**src/rtl/msi_snoop_responder.sv**
```systemverilog
// Bus-side MSI snoop responder: holds the per-line MSI state array and answers
// bus snoops, with a writeback of MODIFIED data before a downgrade or invalidation.
module msi_snoop_responder #(
    parameter int unsigned IDX_W = 3
) (
    input  logic             clk,
    input  logic             rst,
    input  logic             snoop_valid,
    output logic             snoop_ready,
    input  logic [1:0]       snoop_cmd,
    input  logic [IDX_W-1:0] snoop_index,
    output logic             wb_valid,
    input  logic             wb_ready,
    output logic [IDX_W-1:0] wb_index,
    output logic             resp_valid,
    output logic             resp_hit,
    output logic             resp_wb,
    input  logic             upd_valid,
    output logic             upd_ready,
    input  logic [IDX_W-1:0] upd_index,
    input  logic [1:0]       upd_state,
    output logic             proto_err
);

    localparam int unsigned Lines = 1 << IDX_W;

    localparam logic [1:0] LineI = 2'b00;
    localparam logic [1:0] LineM = 2'b01;
    localparam logic [1:0] LineS = 2'b10;

    localparam logic [1:0] CmdInv = 2'b00;
    localparam logic [1:0] CmdWm  = 2'b01;
    localparam logic [1:0] CmdRm  = 2'b10;

    typedef enum logic [1:0] {StIdle, StLookup, StWb, StResp} state_e;

    state_e           state_q, state_d;
    logic [1:0]       cmd_q;
    logic [IDX_W-1:0] idx_q;
    logic [1:0]       mem_q [Lines];
    logic [1:0]       mem_d [Lines];
    logic             upd_err_q;

    logic [1:0] cur_state;
    logic [1:0] line_new;
    logic       needs_wb;
    logic       snoop_acc;
    logic       upd_acc;

    // The captured line cannot change while busy: updates to it are stalled.
    assign cur_state = mem_q[idx_q];
    assign needs_wb  = (cur_state == LineM) && ((cmd_q == CmdRm) || (cmd_q == CmdWm));
    assign snoop_acc = snoop_valid && snoop_ready;
    assign upd_acc   = upd_valid && upd_ready;

    always_ff @(posedge clk or posedge rst) begin
        if (rst) begin
            state_q <= StIdle;
        end else begin
            state_q <= state_d;
        end
    end

    always_comb begin
        state_d = state_q;
        case (state_q)
            StIdle:   if (snoop_acc) state_d = StLookup;
            StLookup: state_d = needs_wb ? StWb : StResp;
            StWb:     if (wb_ready) state_d = StResp;
            StResp:   state_d = StIdle;
            default:  state_d = StIdle;
        endcase
    end

    always_comb begin
        snoop_ready = 1'b0;
        wb_valid    = 1'b0;
        resp_valid  = 1'b0;
        resp_hit    = 1'b0;
        resp_wb     = 1'b0;
        proto_err   = upd_err_q;
        wb_index    = idx_q;
        upd_ready   = !((state_q != StIdle) && (upd_index == idx_q));
        case (state_q)
            StIdle: snoop_ready = 1'b1;
            StWb:   wb_valid = 1'b1;
            StResp: begin
                resp_valid = 1'b1;
                resp_hit   = (cur_state != LineI);
                resp_wb    = needs_wb;
                if ((cmd_q == 2'b11) || ((cmd_q == CmdInv) && (cur_state == LineM))) begin
                    proto_err = 1'b1;
                end
            end
            default: ;
        endcase
    end

    always_comb begin
        case (cmd_q)
            CmdRm:   line_new = (cur_state == LineM) ? LineS : cur_state;
            CmdWm:   line_new = LineI;
            CmdInv:  line_new = (cur_state == LineM) ? LineM : LineI;
            default: line_new = cur_state;
        endcase
    end

    // Update lands first so a same-edge snoop accept looks up the new value.
    always_comb begin
        mem_d = mem_q;
        if (upd_acc && (upd_state != 2'b11)) begin
            mem_d[upd_index] = upd_state;
        end
        if (state_q == StResp) begin
            mem_d[idx_q] = line_new;
        end
    end

    always_ff @(posedge clk or posedge rst) begin
        if (rst) begin
            mem_q     <= '{default: LineI};
            cmd_q     <= 2'b00;
            idx_q     <= '0;
            upd_err_q <= 1'b0;
        end else begin
            mem_q     <= mem_d;
            upd_err_q <= upd_acc && (upd_state == 2'b11);
            if (snoop_acc) begin
                cmd_q <= snoop_cmd;
                idx_q <= snoop_index;
            end
        end
    end

endmodule

```
**config.mk**
```make
export PLATFORM = sky130hd
export DESIGN_NAME = msi_snoop_responder
export DESIGN_NICKNAME = d
export VERILOG_FILES = /design/src/rtl/msi_snoop_responder.sv
export SDC_FILE = /design/constraint.sdc
export NUM_CORES = 1
export LEC_CHECK = 0
export CAP_MARGIN = 30
export CORE_ASPECT_RATIO = 1.1
export CORE_MARGIN = 4
export CORE_UTILIZATION = 58
export CTS_CLUSTER_DIAMETER = 100
export DETAILED_ROUTE_END_ITERATION = 8
export GPL_TIMING_DRIVEN = 0
export HOLD_SLACK_MARGIN = 0.05
export PLACE_DENSITY = 0.87
export SYNTH_ARGS = -nofsm -noshare
export SYNTH_HDL_FRONTEND = slang
export SYNTH_SLANG_ARGS = --single-unit
export TNS_END_PERCENT = 10
```
**constraint.sdc**
```tcl
create_clock -name clk -period 6.05 [get_ports clk]
set_clock_uncertainty 0.1 [all_clocks]
set_input_delay 1.21 -clock clk [delete_from_list [all_inputs] [get_ports clk]]
set_output_delay 1.21 -clock clk [all_outputs]
set_load 0.05 [all_outputs]
```
==> Yosys cells after proc, flatten, opt, wreduce, memory -nomap -nowiden <==
Cells that the tools add are included.
{ "classes": {"n_eq_ne": 12, "magnitude_cmp": 4, "mux": 25, "n_reduce_logical": 17, "n_bitwise": 2} }
{ "ops": {"columns": ["op", "n"], "rows": [
  ["$bwmux W16", 2],
  ["$mux W16", 2],
  ["$mux W2", 7],
  ["$demux W2 S3", 2],
  ["$eq A2 B2 Y1 const B", 5],
  ["$logic_and A1 B1 Y1", 9],
  ["$mux W1", 9],
  ["$ge A4 B4 Y1 const B", 2],
  ["$lt A4 B1 Y1 const B", 2],
  ["$not A3 Y4", 2],
  ["$pmux W2 S4", 1],
  ["$bmux W2 S3", 1],
  ["$eq A2 B1 Y1 const B", 3],
  ["$ne A2 B2 Y1 const B", 3],
  ["$pmux W2 S3", 1],
  ["$logic_not A2 Y1", 2],
  ["$reduce_bool A2 Y1", 2],
  ["$eq A3 B3 Y1", 1],
  ["$logic_or A1 B1 Y1", 2],
  ["$reduce_and A2 Y1", 1],
  ["$logic_not A1 Y1", 1]
]} }
{ "totals": {"out_inout_bits": 10, "ff_bits": 24} }

==> Logic depth before layout (Yosys ltp) <==
Gate-level depths: netlist (run 1).
{ "logic_depth": {"ltp_word": 9, "ltp_mapped": 7, "depth_no_buf": 7} }

==> Least setup slack after synthesis (run 1) <==
OpenSTA, ideal clock, no wires.
{ "synth_timing": {"kind": "flip-flop to output port", "startpoint": "reg idx_q[0] (netlist: wb_index[0])", "endpoint": "out resp_wb", "required_ns": 4.740, "path_stages_with_launch": 7, "t_arrival_ns": 2.212, "slack_ns": 2.528, "cell_sequence": "dfrtp_1 buf_4 mux2_2 a31oi_1 o21ai_1 nor2b_1 and3_1"} }
{ "synth_between": {"elab_chain_len": 7} }
{ "synth_rtl": {"columns": ["element", "line", "text"], "rows": [
  ["from (decl)", "39", "logic [IDX_W-1:0] idx_q;"],
  ["from (signal assigned)", "130", "idx_q <= snoop_index;"],
  ["$not A3 Y4 (not written as such)", "51", "assign cur_state = mem_q[idx_q];"],
  ["$bmux W2 S3", "51", null],
  ["$mux W2 (not written as such) (2 in a row)", "51", null],
  ["$eq A2 B1 Y1", "52", "assign needs_wb = (cur_state == LineM) && ((cmd_q == CmdRm) || (cmd_q == CmdWm));"],
  ["$logic_and A1 B1 Y1", "52", null],
  ["$mux W1", "84", "case (state_q)"],
  ["to (decl)", "17", "output logic resp_wb,"]
]} }
Every way passes these cells. The select of a mux whose other input is x is not followed.

==> Worst setup path after layout (run 1) <==
{ "layout_timing": {"startpoint": "in upd_index[1]", "endpoint": "out upd_ready"} }
{ "layout_between": {"elab_chain_len": 3} }
{ "layout_rtl": {"columns": ["element", "line", "text"], "rows": [
  ["from (decl)", "20", "input logic [IDX_W-1:0] upd_index,"],
  ["$eq A3 B3 Y1", "83", "upd_ready = !((state_q != StIdle) && (upd_index == idx_q));"],
  ["$logic_and A1 B1 Y1", "83", null],
  ["$logic_not A1 Y1", "83", null],
  ["to (decl)", "19", "output logic upd_ready,"]
]} }
Every way passes these cells.

==> impl_metrics.tcl, run 1 <==
set metrics [dict create \
    synth-seq-cells 24 \
    area_delta_synth_final_pct 16.8 \
    maxCapViolCount 0 \
    place_congestion 0.898 \
    drt_first_iter_violations 94 \
    syn_nets 193 \
    maxSlewHeadroom_pct 38.0 \
    crit_required_ps 4740 \
    dp_hpwl_mm 2.97 \
    min_path_type "reg2reg" \
    worstPathMaxFanout 8 \
    grtUsageMet1_pct 30.0 \
    start_kind "input pin" \
    vias 1369 \
    clockBufferDepth 2 \
    drive_gt1_share_pct 15.4 \
    routed_wl_mm 3.87 \
    powerDensity_nw_per_um2 560 \
    diodes 0 \
    cts_tree "done" \
    clk_pin_slew_ps 140 \
    setup_viol 0 \
    synth_top_area_share_pct 35.1 \
    yosys_warnings 0 \
    timing.final.crit_share_pct 76.1 \
    max_clock_freq_ghz 0.217 \
    cellLeakagePower_nw 0.843 \
    seq_area_frac_synth_pct 35.1 \
    rows 20 \
    synthFlopType "dfrtp_1" \
    gr-total-overflow 0 \
    grt_pass1_vias 1425 \
    die_area_um2 3890 \
    hold_buffers 0 \
    antenna_found_initial 0 \
    irDropWorstVdd_mv 0.456 \
    synth_edf_count 0 \
    finalHoldViolCount 0 \
    netlist_area_um2 1710 \
    grtUsageTotal_pct 22.7 \
    grt_max_degree 25 \
    crit_arrival_ps 3290 \
    drv_slew 0 \
    p_total_w 0.00112 \
    tns_ps 0 \
    via_per_inst 6.00 \
    grt_pass1_wl_mm 6.73 \
    synthTopCellsByArea "dfrtp_1 35%, mux2i_1 13%, mux2_2 9.2%" \
    use_met2_pct 36.4 \
    synth_top_area_cell "dfrtp_1" \
    die_y_um 65.0 \
    ctsResizeCount 0 \
    dr.pass1.iters 4 \
    syn_area_per_cell_um2 10.1 \
    core_um2 2800 \
    numClockSinks 24 \
    use_met3_pct 3.19 \
    initial_utilization_pct 61.1 \
    fin_nets 219 \
    ant_nets 0 \
    synthCells 170 \
    wl_per_cell_um 17.0 \
    outcome "finished, final reports clean" \
    numPortBuffers 21 \
    fin_crit_ps 4600 \
    htreeDepth 1 \
    clock_latency_ps 330 \
    clock-root-buffer "clkbuf_4" \
    path_class "in2out" \
    rsz0062_at_grt "false" \
    cts_made_buffers 3 \
    cts_setup_buffers 0 \
    synth.distinct_cells 41 \
    route.detailed.drc 0 \
    worst_pin_slew_ps 929 \
    finish.utilization_pct 71.3 \
    io_pins 25 \
    endpoint_kind "output pin" \
    async_flop_share_pct 100 \
    fp.dieW_um 59.8 \
    top_usage_layer "met2" \
]
## metrics by stage
stage | cell area, µm² | hold slack [ps] | setup WS [ps] | std cells
2_1_floorplan | 1710 | 409 | 2530 | 170
3_3_place_gp | 1960 | 427 | 1530 | 224
3_5_place_dp | 1960 | 447 | 1480 | 224
4_1_cts | 2000 | 477 | 1460 | 228
5_1_grt | 2000 | 521 | 1270 | 228
6_report | 2000 | 470 | 1450 | 228
## kinds of logic after synthesis
group	Yosys count	share of synthesized area, %
compound gates	27	11.8
xor+xnor	3	1.54
mux	36	22.1
simple gates	53	17.9
flops	24	35.1
buf+inv	19	5.70
fa+ha+maj	8	5.85
## flip-flops by register name (all words and copies together), names as in the netlist
signal,cells
cmd_q,2
wb_index,3
mem_q,16
state_q,2
upd_err_q,1
## path summary, 6_finish.rpt
check | startpoint | depth (start not counted) | to | slack, ps
max in group asynchronous | rst | 2 | mem_q[0] | 4000
min in group asynchronous | rst | 2 | cmd_q[1] | 1270
min | cmd_q[0] | 1 | cmd_q[0] | 470
min reg2reg | cmd_q[0] | 1 | cmd_q[0] | 470
max reg2reg | state_q[0] | 6 | mem_q[9] | 3710
max | upd_index[1] | 5 | upd_ready | 1450
## synthesized netlist by cell type, drive strengths merged, types with 2 or more instances
library cell and n:
buf 7, nor2 18, nor4b 4, o22ai 3, o211a 2, nor2b 2, nand2 6, a31oi 3
xor2 3, clkbuf 2, nand3b 2, nor3b 4, inv 10, a211o 2, mux2i 22, ha 8
a21oi 8, nor3 4, dfrtp 24, nand3 4, nor4 3, mux2 14, o21ai 2
## cell usage in the layout, fill, tap and decap left out, types with 2 or more instances in the layout
cell             count
xor2_1               3
clkdlybuf4s50_1     21
a211o_1              2
nand3_1              4
buf_2                3
clkbuf_4             3
nor3_1               4
nand3b_1             2
nor4_1               2
inv_1               10
nor2b_1              2
buf_4                2
dfrtp_1             24
nor3b_1              4
ha_1                 8
mux2i_1             22
mux2_2              14
nor4b_1              4
clkbuf_1             2
buf_6                2
a31oi_1              3
o22ai_1              2
a21oi_1              8
o211a_1              2
nand2_1              6
nor2_1              18
## final cells by class
cell class	count	area, µm²
Inverter	10	37.5
Sequential cell	24	601
Tap cell	33	41.3
Buffer	9	60.1
Timing Repair Buffer	21	210
Clock buffer	4	36.3
Multi-Input combinational cell	127	1010
Fill cell	215	803
## critical path, cell delays in order
cell and delay (ps):
clkdlybuf4s50_1 510, xor2_1 240, nor4_4 460, inv_1 140
clkdlybuf4s50_1 730
## report_power, final
group / internal [W] / switching (W) / leakage [nW] / total (W)
combinational: 0.000301 / 0.000446 / 0.535 / 0.000747
sequential: 0.000236 / 0.0000490 / 0.287 / 0.000285
clock: 0.0000369 / 0.0000520 / 0.0210 / 0.0000889
total: 0.000573 / 0.000547 / 0.843 / 0.00112
## metal layers
metal,wire [µm],vias to the layer above
li1,-,665
met1,1700,658
met2,1920,37
met3,149,9
met4,96,0
met5,0,-
No activity file was read; power rests on OpenSTA's default activity.
==> run 2, diff against run 1 <==
--- a/config.mk
+++ b/config.mk
@@ -8,12 +8,12 @@
 export CAP_MARGIN = 30
 export CORE_ASPECT_RATIO = 1.1
 export CORE_MARGIN = 4
-export CORE_UTILIZATION = 58
+export CORE_UTILIZATION = 49
 export CTS_CLUSTER_DIAMETER = 100
 export DETAILED_ROUTE_END_ITERATION = 8
 export GPL_TIMING_DRIVEN = 0
 export HOLD_SLACK_MARGIN = 0.05
-export PLACE_DENSITY = 0.87
+export PLACE_DENSITY = 0.79
 export SYNTH_ARGS = -nofsm -noshare
 export SYNTH_HDL_FRONTEND = slang
 export SYNTH_SLANG_ARGS = --single-unit
==> constraint.sdc (replaced) <==
create_clock -name clk -period 3.7 [get_ports clk]
set_clock_uncertainty 0.1 [all_clocks]
set_input_delay 0.74 -clock clk [delete_from_list [all_inputs] [get_ports clk]]
set_output_delay 0.74 -clock clk [all_outputs]
set_load 0.05 [all_outputs]
==> impl_metrics.tcl, run 2 (synthesis results as in run 1) <==
set metrics [dict create \
    fp.dieW_um 64.4 \
    maxCapViolCount 0 \
    layout.area.seq_um2 601 \
    diodes 0 \
    worstPathMaxFanout 10 \
    antenna_found_initial 0 \
    cts_made_buffers 3 \
    io_pins 25 \
    highest_layer "met4" \
    route.met2.wl_mm 2.23 \
    setup_ws_ps 223 \
    drv_slew 0 \
    powerDensity_nw_per_um2 898 \
    p_total_w 0.00182 \
    rr_worst_depth 7 \
    setup_viol 0 \
    multi_input_area_um2 1010 \
    gr-total-overflow 0 \
    endpoint_kind "output pin" \
    clock-root-buffer "clkbuf_4" \
    drt_first_iter_violations 146 \
    outcome "finished, final reports clean" \
    drive_gt1_share_pct 15.4 \
    numClockSinks 24 \
    core_um2 3360 \
    dr.pass1.iters 4 \
    wl_met3_um 191 \
    place_congestion 0.869 \
    htreeDepth 1 \
    dp_hpwl_mm 3.16 \
    largest-register "mem_q" \
    maxSlewHeadroom_pct 45.4 \
    fillers 299 \
    grt_max_degree 25 \
    largest_register_ffs 16 \
    grt_pass1_wl_mm 7.16 \
    clockBufferDepth 2 \
    max_clock_freq_ghz 0.288 \
    final_cell_mix "24 x dfrtp_1, 22 x mux2i_1, 18 x nor2_1, 18 x clkdlybuf4s50_1, 14 x mux2_2" \
    via_per_inst 5.83 \
    numPortBuffers 21 \
    rsz0062_at_grt "false" \
    finalHoldViolCount 0 \
    rows 22 \
    pre_cts_ws_ps 43.9 \
    min_path_cells 1 \
    start_kind "flip-flop" \
    timing.rr.start "state_q[0]" \
    r2r_end "mem_q[15]" \
    final_common_cell "dfrtp_1" \
    crit_required_ps 2860 \
    met1_length_mm 1.68 \
    clk_pin_slew_ps 120 \
    timing.final.crit_share_pct 94.0 \
    path_class "reg2out" \
    cts_tree "done" \
    fin_nets 220 \
    wl_per_cell_um 17.0 \
    tns_ps 0 \
    min_to "cmd_q[0]" \
    min_from "cmd_q[0]" \
    grt_pass1_vias 1557 \
    die_y_um 70.0 \
    hold_buffers 0 \
    routed_wl_mm 4.13 \
    crit_arrival_ps 2640 \
    ant_nets 0 \
    route.detailed.drc 0 \
    cellLeakagePower_nw 0.847 \
    worst_pin_slew_ps 808 \
    clock_latency_ps 310 \
    fin_crit_ps 3480 \
    irDropWorstVdd_mv 0.650 \
    r2r_slack_ps 1410 \
    die_area_um2 4500 \
    area_delta_synth_final_pct 18.1 \
    initial_utilization_pct 51.0 \
    grtUsageTotal_pct 19.9 \
    vias 1416 \
    min_path_type "reg2reg" \
]
## run 2: cell count changes in the layout (fill, tap and decap cells not counted), sizes merged
cell           change
clkdlybuf4s15      +2
clkbuf             -1
dlymetal6s2s       +1
buf                +1
clkdlybuf4s50      -3
## run 2: critical path: stages, from the launching register on
cell and delay, ps:
dfrtp_1 370, buf_4 190, mux2_2 350, a31oi_1 270, o21ai_1 200, nor2b_1 260, and3_1 190, clkdlybuf4s15_1 490
## run 2: through the flow
stage                     instances  utilization (%)  instance area, µm²  hold slack [ps]
after floorplan                 170                -                1710              409
after global routing            243             60.2                2020              484
final                           243             60.2                2020              471
after detailed placement        239             59.0                1980              447
after global placement          239             59.0                1980              427
after CTS                       242             59.6                2000              475
## run 2: report_power, final
group          switching, W  total [W]  internal (W)
combinational      0.000746    0.00124      0.000491
sequential        0.0000802   0.000466      0.000385
clock             0.0000750   0.000113     0.0000381
total              0.000901    0.00182      0.000914
## run 2: worst max-delay path by stage
stage,startpoint,endpoint,slack [ps],cells past startpoint
after detailed placement,upd_index[1],upd_ready,40,5
after floorplan,wb_index[0],resp_wb,650,6
final,wb_index[0],resp_wb,220,7
after global placement,upd_index[1],upd_ready,100,5
after global routing,wb_index[0],proto_err,9,7
after CTS,upd_index[1],upd_ready,30,5
## run 2: final cells by class
class                   instances  share of cell area (%)
multi-input cells             127                    50.1
repair buffers                 22                    11.3
well taps                      48                    2.97
inverters                      10                    1.86
plain buffers                   9                    2.97
clock buffers                   3                    1.11
flip-flops and latches         24                    29.7
## run 2: per-layer routing
metal,track usage [%],vias up
li1,-,669
met1,23.3,702
met2,36.6,41
met3,3.70,4
met4,4.93,0
met5,0,-
## run 2: what timing repair did
item / CTS / global route
endpoints found under the hold margin: 0 / 0
setup buffers: 0 / 0
resized for setup: 2 / 3
setup endpoints to repair: 2 / 3
==> run 3, diff against run 2 <==
--- a/config.mk
+++ b/config.mk
@@ -8,13 +8,12 @@
 export CAP_MARGIN = 30
 export CORE_ASPECT_RATIO = 1.1
 export CORE_MARGIN = 4
-export CORE_UTILIZATION = 49
+export CORE_UTILIZATION = 54
 export CTS_CLUSTER_DIAMETER = 100
 export DETAILED_ROUTE_END_ITERATION = 8
 export GPL_TIMING_DRIVEN = 0
 export HOLD_SLACK_MARGIN = 0.05
-export PLACE_DENSITY = 0.79
+export PLACE_DENSITY = 0.82
 export SYNTH_ARGS = -nofsm -noshare
 export SYNTH_HDL_FRONTEND = slang
 export SYNTH_SLANG_ARGS = --single-unit
-export TNS_END_PERCENT = 10
==> constraint.sdc (replaced) <==
create_clock -name clk -period 3.5 [get_ports clk]
set_clock_uncertainty 0.1 [all_clocks]
set_input_delay 0.7 -clock clk [delete_from_list [all_inputs] [get_ports clk]]
set_output_delay 0.7 -clock clk [all_outputs]
set_load 0.05 [all_outputs]
==> impl_metrics.tcl, run 3 (synthesis results as in run 1) <==
set metrics [dict create \
    vias 1432 \
    critical_path.max_stage_delay_ps 520 \
    fp.dieW_um 61.7 \
    rows 21 \
    clk_pin_slew_ps 130 \
    power.switching_w 0.000964 \
    route.detailed.drc 0 \
    fin_nets 220 \
    worst_pin_slew_ps 747 \
    die_area_um2 4140 \
    grt_pass1_vias 1463 \
    endpoint_kind "output pin" \
    clock-root-buffer "clkbuf_4" \
    drv_slew 0 \
    highest_layer "met4" \
    cp_slowest_cell "clkdlybuf4s50_1" \
    placed_cells 225 \
    rr_worst_depth 6 \
    rsz0062_at_grt "false" \
    via_per_inst 6.25 \
    wl_met3_um 227 \
    tns_ps 0 \
    grt_pass1_wl_mm 6.96 \
    met1_length_mm 1.71 \
    pwr-share-comb_pct 68.1 \
    swShare_pct 50.1 \
    io_pins 25 \
    r2r_slack_ps 1230 \
    final_cell_mix "24 x dfrtp_1, 22 x mux2i_1, 18 x nor2_1, 17 x clkdlybuf4s50_1, 14 x mux2_2" \
    min_path_type "reg2reg" \
    crit_required_ps 2700 \
    routed_wl_mm 4.13 \
    timing.rr.start "state_q[0]" \
    finalHoldViolCount 0 \
    timing.final.crit_share_pct 94.4 \
    cellLeakagePower_nw 0.864 \
    outcome "finished, final reports clean" \
    hold_buffers 0 \
    crit_chain "clkdlybuf4s50_1 > xor2_1 > nor4_4 > inv_1 > dlygate4sd2_1" \
    area_delta_synth_final_pct 17.2 \
    start_kind "input pin" \
    ant_nets 0 \
    numPortBuffers 21 \
    fin_crit_ps 3300 \
    clkPwrFrac_pct 6.4 \
    clock_latency_ps 320 \
    wl_per_cell_um 18.0 \
    grt_max_degree 25 \
    powerDensity_nw_per_um2 960 \
    drive_gt1_share_pct 16.4 \
    largest_register_ffs 16 \
    dp_hpwl_mm 3.14 \
    max_clock_freq_ghz 0.303 \
    route.met2.wl_mm 2.10 \
    drt_first_iter_violations 112 \
    final_common_cell "dfrtp_1" \
    gr-total-overflow 0 \
    antenna_found_initial 0 \
    min_to "cmd_q[0]" \
    cts_made_buffers 3 \
    cts_tree "done" \
    clockBufferDepth 2 \
    htreeDepth 1 \
    grtUsageTotal_pct 22.9 \
    p_total_w 0.00192 \
    min_path_cells 1 \
    min_from "cmd_q[0]" \
    dr.pass1.iters 4 \
    p_seq_share_pct 25.4 \
    worstPathMaxFanout 8 \
    largest-register "mem_q" \
    maxSlewHeadroom_pct 49.5 \
    r2r_end "mem_q[5]" \
    diodes 0 \
    maxCapViolCount 0 \
    crit_arrival_ps 2500 \
    irDropWorstVdd_mv 0.713 \
    setup_viol 0 \
    numClockSinks 24 \
    die_y_um 67.1 \
    place_congestion 0.863 \
    path_class "in2out" \
    finish.utilization_pct 65.8 \
    cts_setup_buffers 0 \
    initial_utilization_pct 56.2 \
    internal-power_w 0.000961 \
    core_um2 3050 \
    fin_cells 229 \
]
run 3: changes by cell type in the layout (fill, tap and decap cells not counted), sizes merged:
cell	change
clkbuf	+2
dlygate4sd2	+1
clkdlybuf4s50	-1
clkdlybuf4s15	-2
run 3: how the worst max path moves through the flow:
stage	depth (start not counted)	start	slack (ps)	to
after detailed placement	5	upd_index[1]	-60	upd_ready
final	5	upd_index[1]	200	upd_ready
after global routing	5	upd_index[1]	100	upd_ready
after floorplan	6	wb_index[0]	490	resp_wb
after global placement	5	upd_index[1]	-10	upd_ready
after CTS	6	wb_index[0]	10	resp_hit
run 3: area by class of cell:
cell class / instances / area (µm²)
Timing Repair Buffer: 22 / 229
Sequential cell: 24 / 601
Inverter: 10 / 37.5
Multi-Input combinational cell: 127 / 1010
Buffer: 9 / 60.1
Tap cell: 34 / 42.5
Fill cell: 246 / 1040
Clock buffer: 3 / 22.5
run 3: layer usage:
layer	track usage, %	vias up
met5	0	-
li1	-	670
met2	38.7	57
met3	3.49	8
met4	9.55	0
met1	28.2	697
run 3: what timing repair did:
item | CTS | global route
gates cloned | 0 | 0
hold endpoints to repair | 0 | 0
setup endpoints to repair | 3 | 3
resized for setup | 5 | 3
run 3: worst max-delay path, delay by kind of cell:
| family | cells | cell delay [ps] |
|---|---|---|
| simple gates | 1 | 460 |
| xor+xnor | 1 | 240 |
| buf+inv | 3 | 1110 |
run 3: power by group through the flow:
stage,clock network [W],registers (W),logic [W]
finish,0.000124,0.000489,0.00131
global route,0.000138,0.000507,0.00141
CTS,0.000129,0.000489,0.00130
detailed placement,0,0.000496,0.00130
global placement,0,0.000489,0.00125
floorplan,0,0.000534,0.000928
run 3: per-stage QoR:
step	area (µm²)	hold WS, ps	worst slack [ps]
6_report	2010	459	195
5_1_grt	2010	505	98.4
3_3_place_gp	1960	428	-9.77
4_1_cts	1990	460	10.2
2_1_floorplan	1710	409	488
3_5_place_dp	1960	429	-55.1
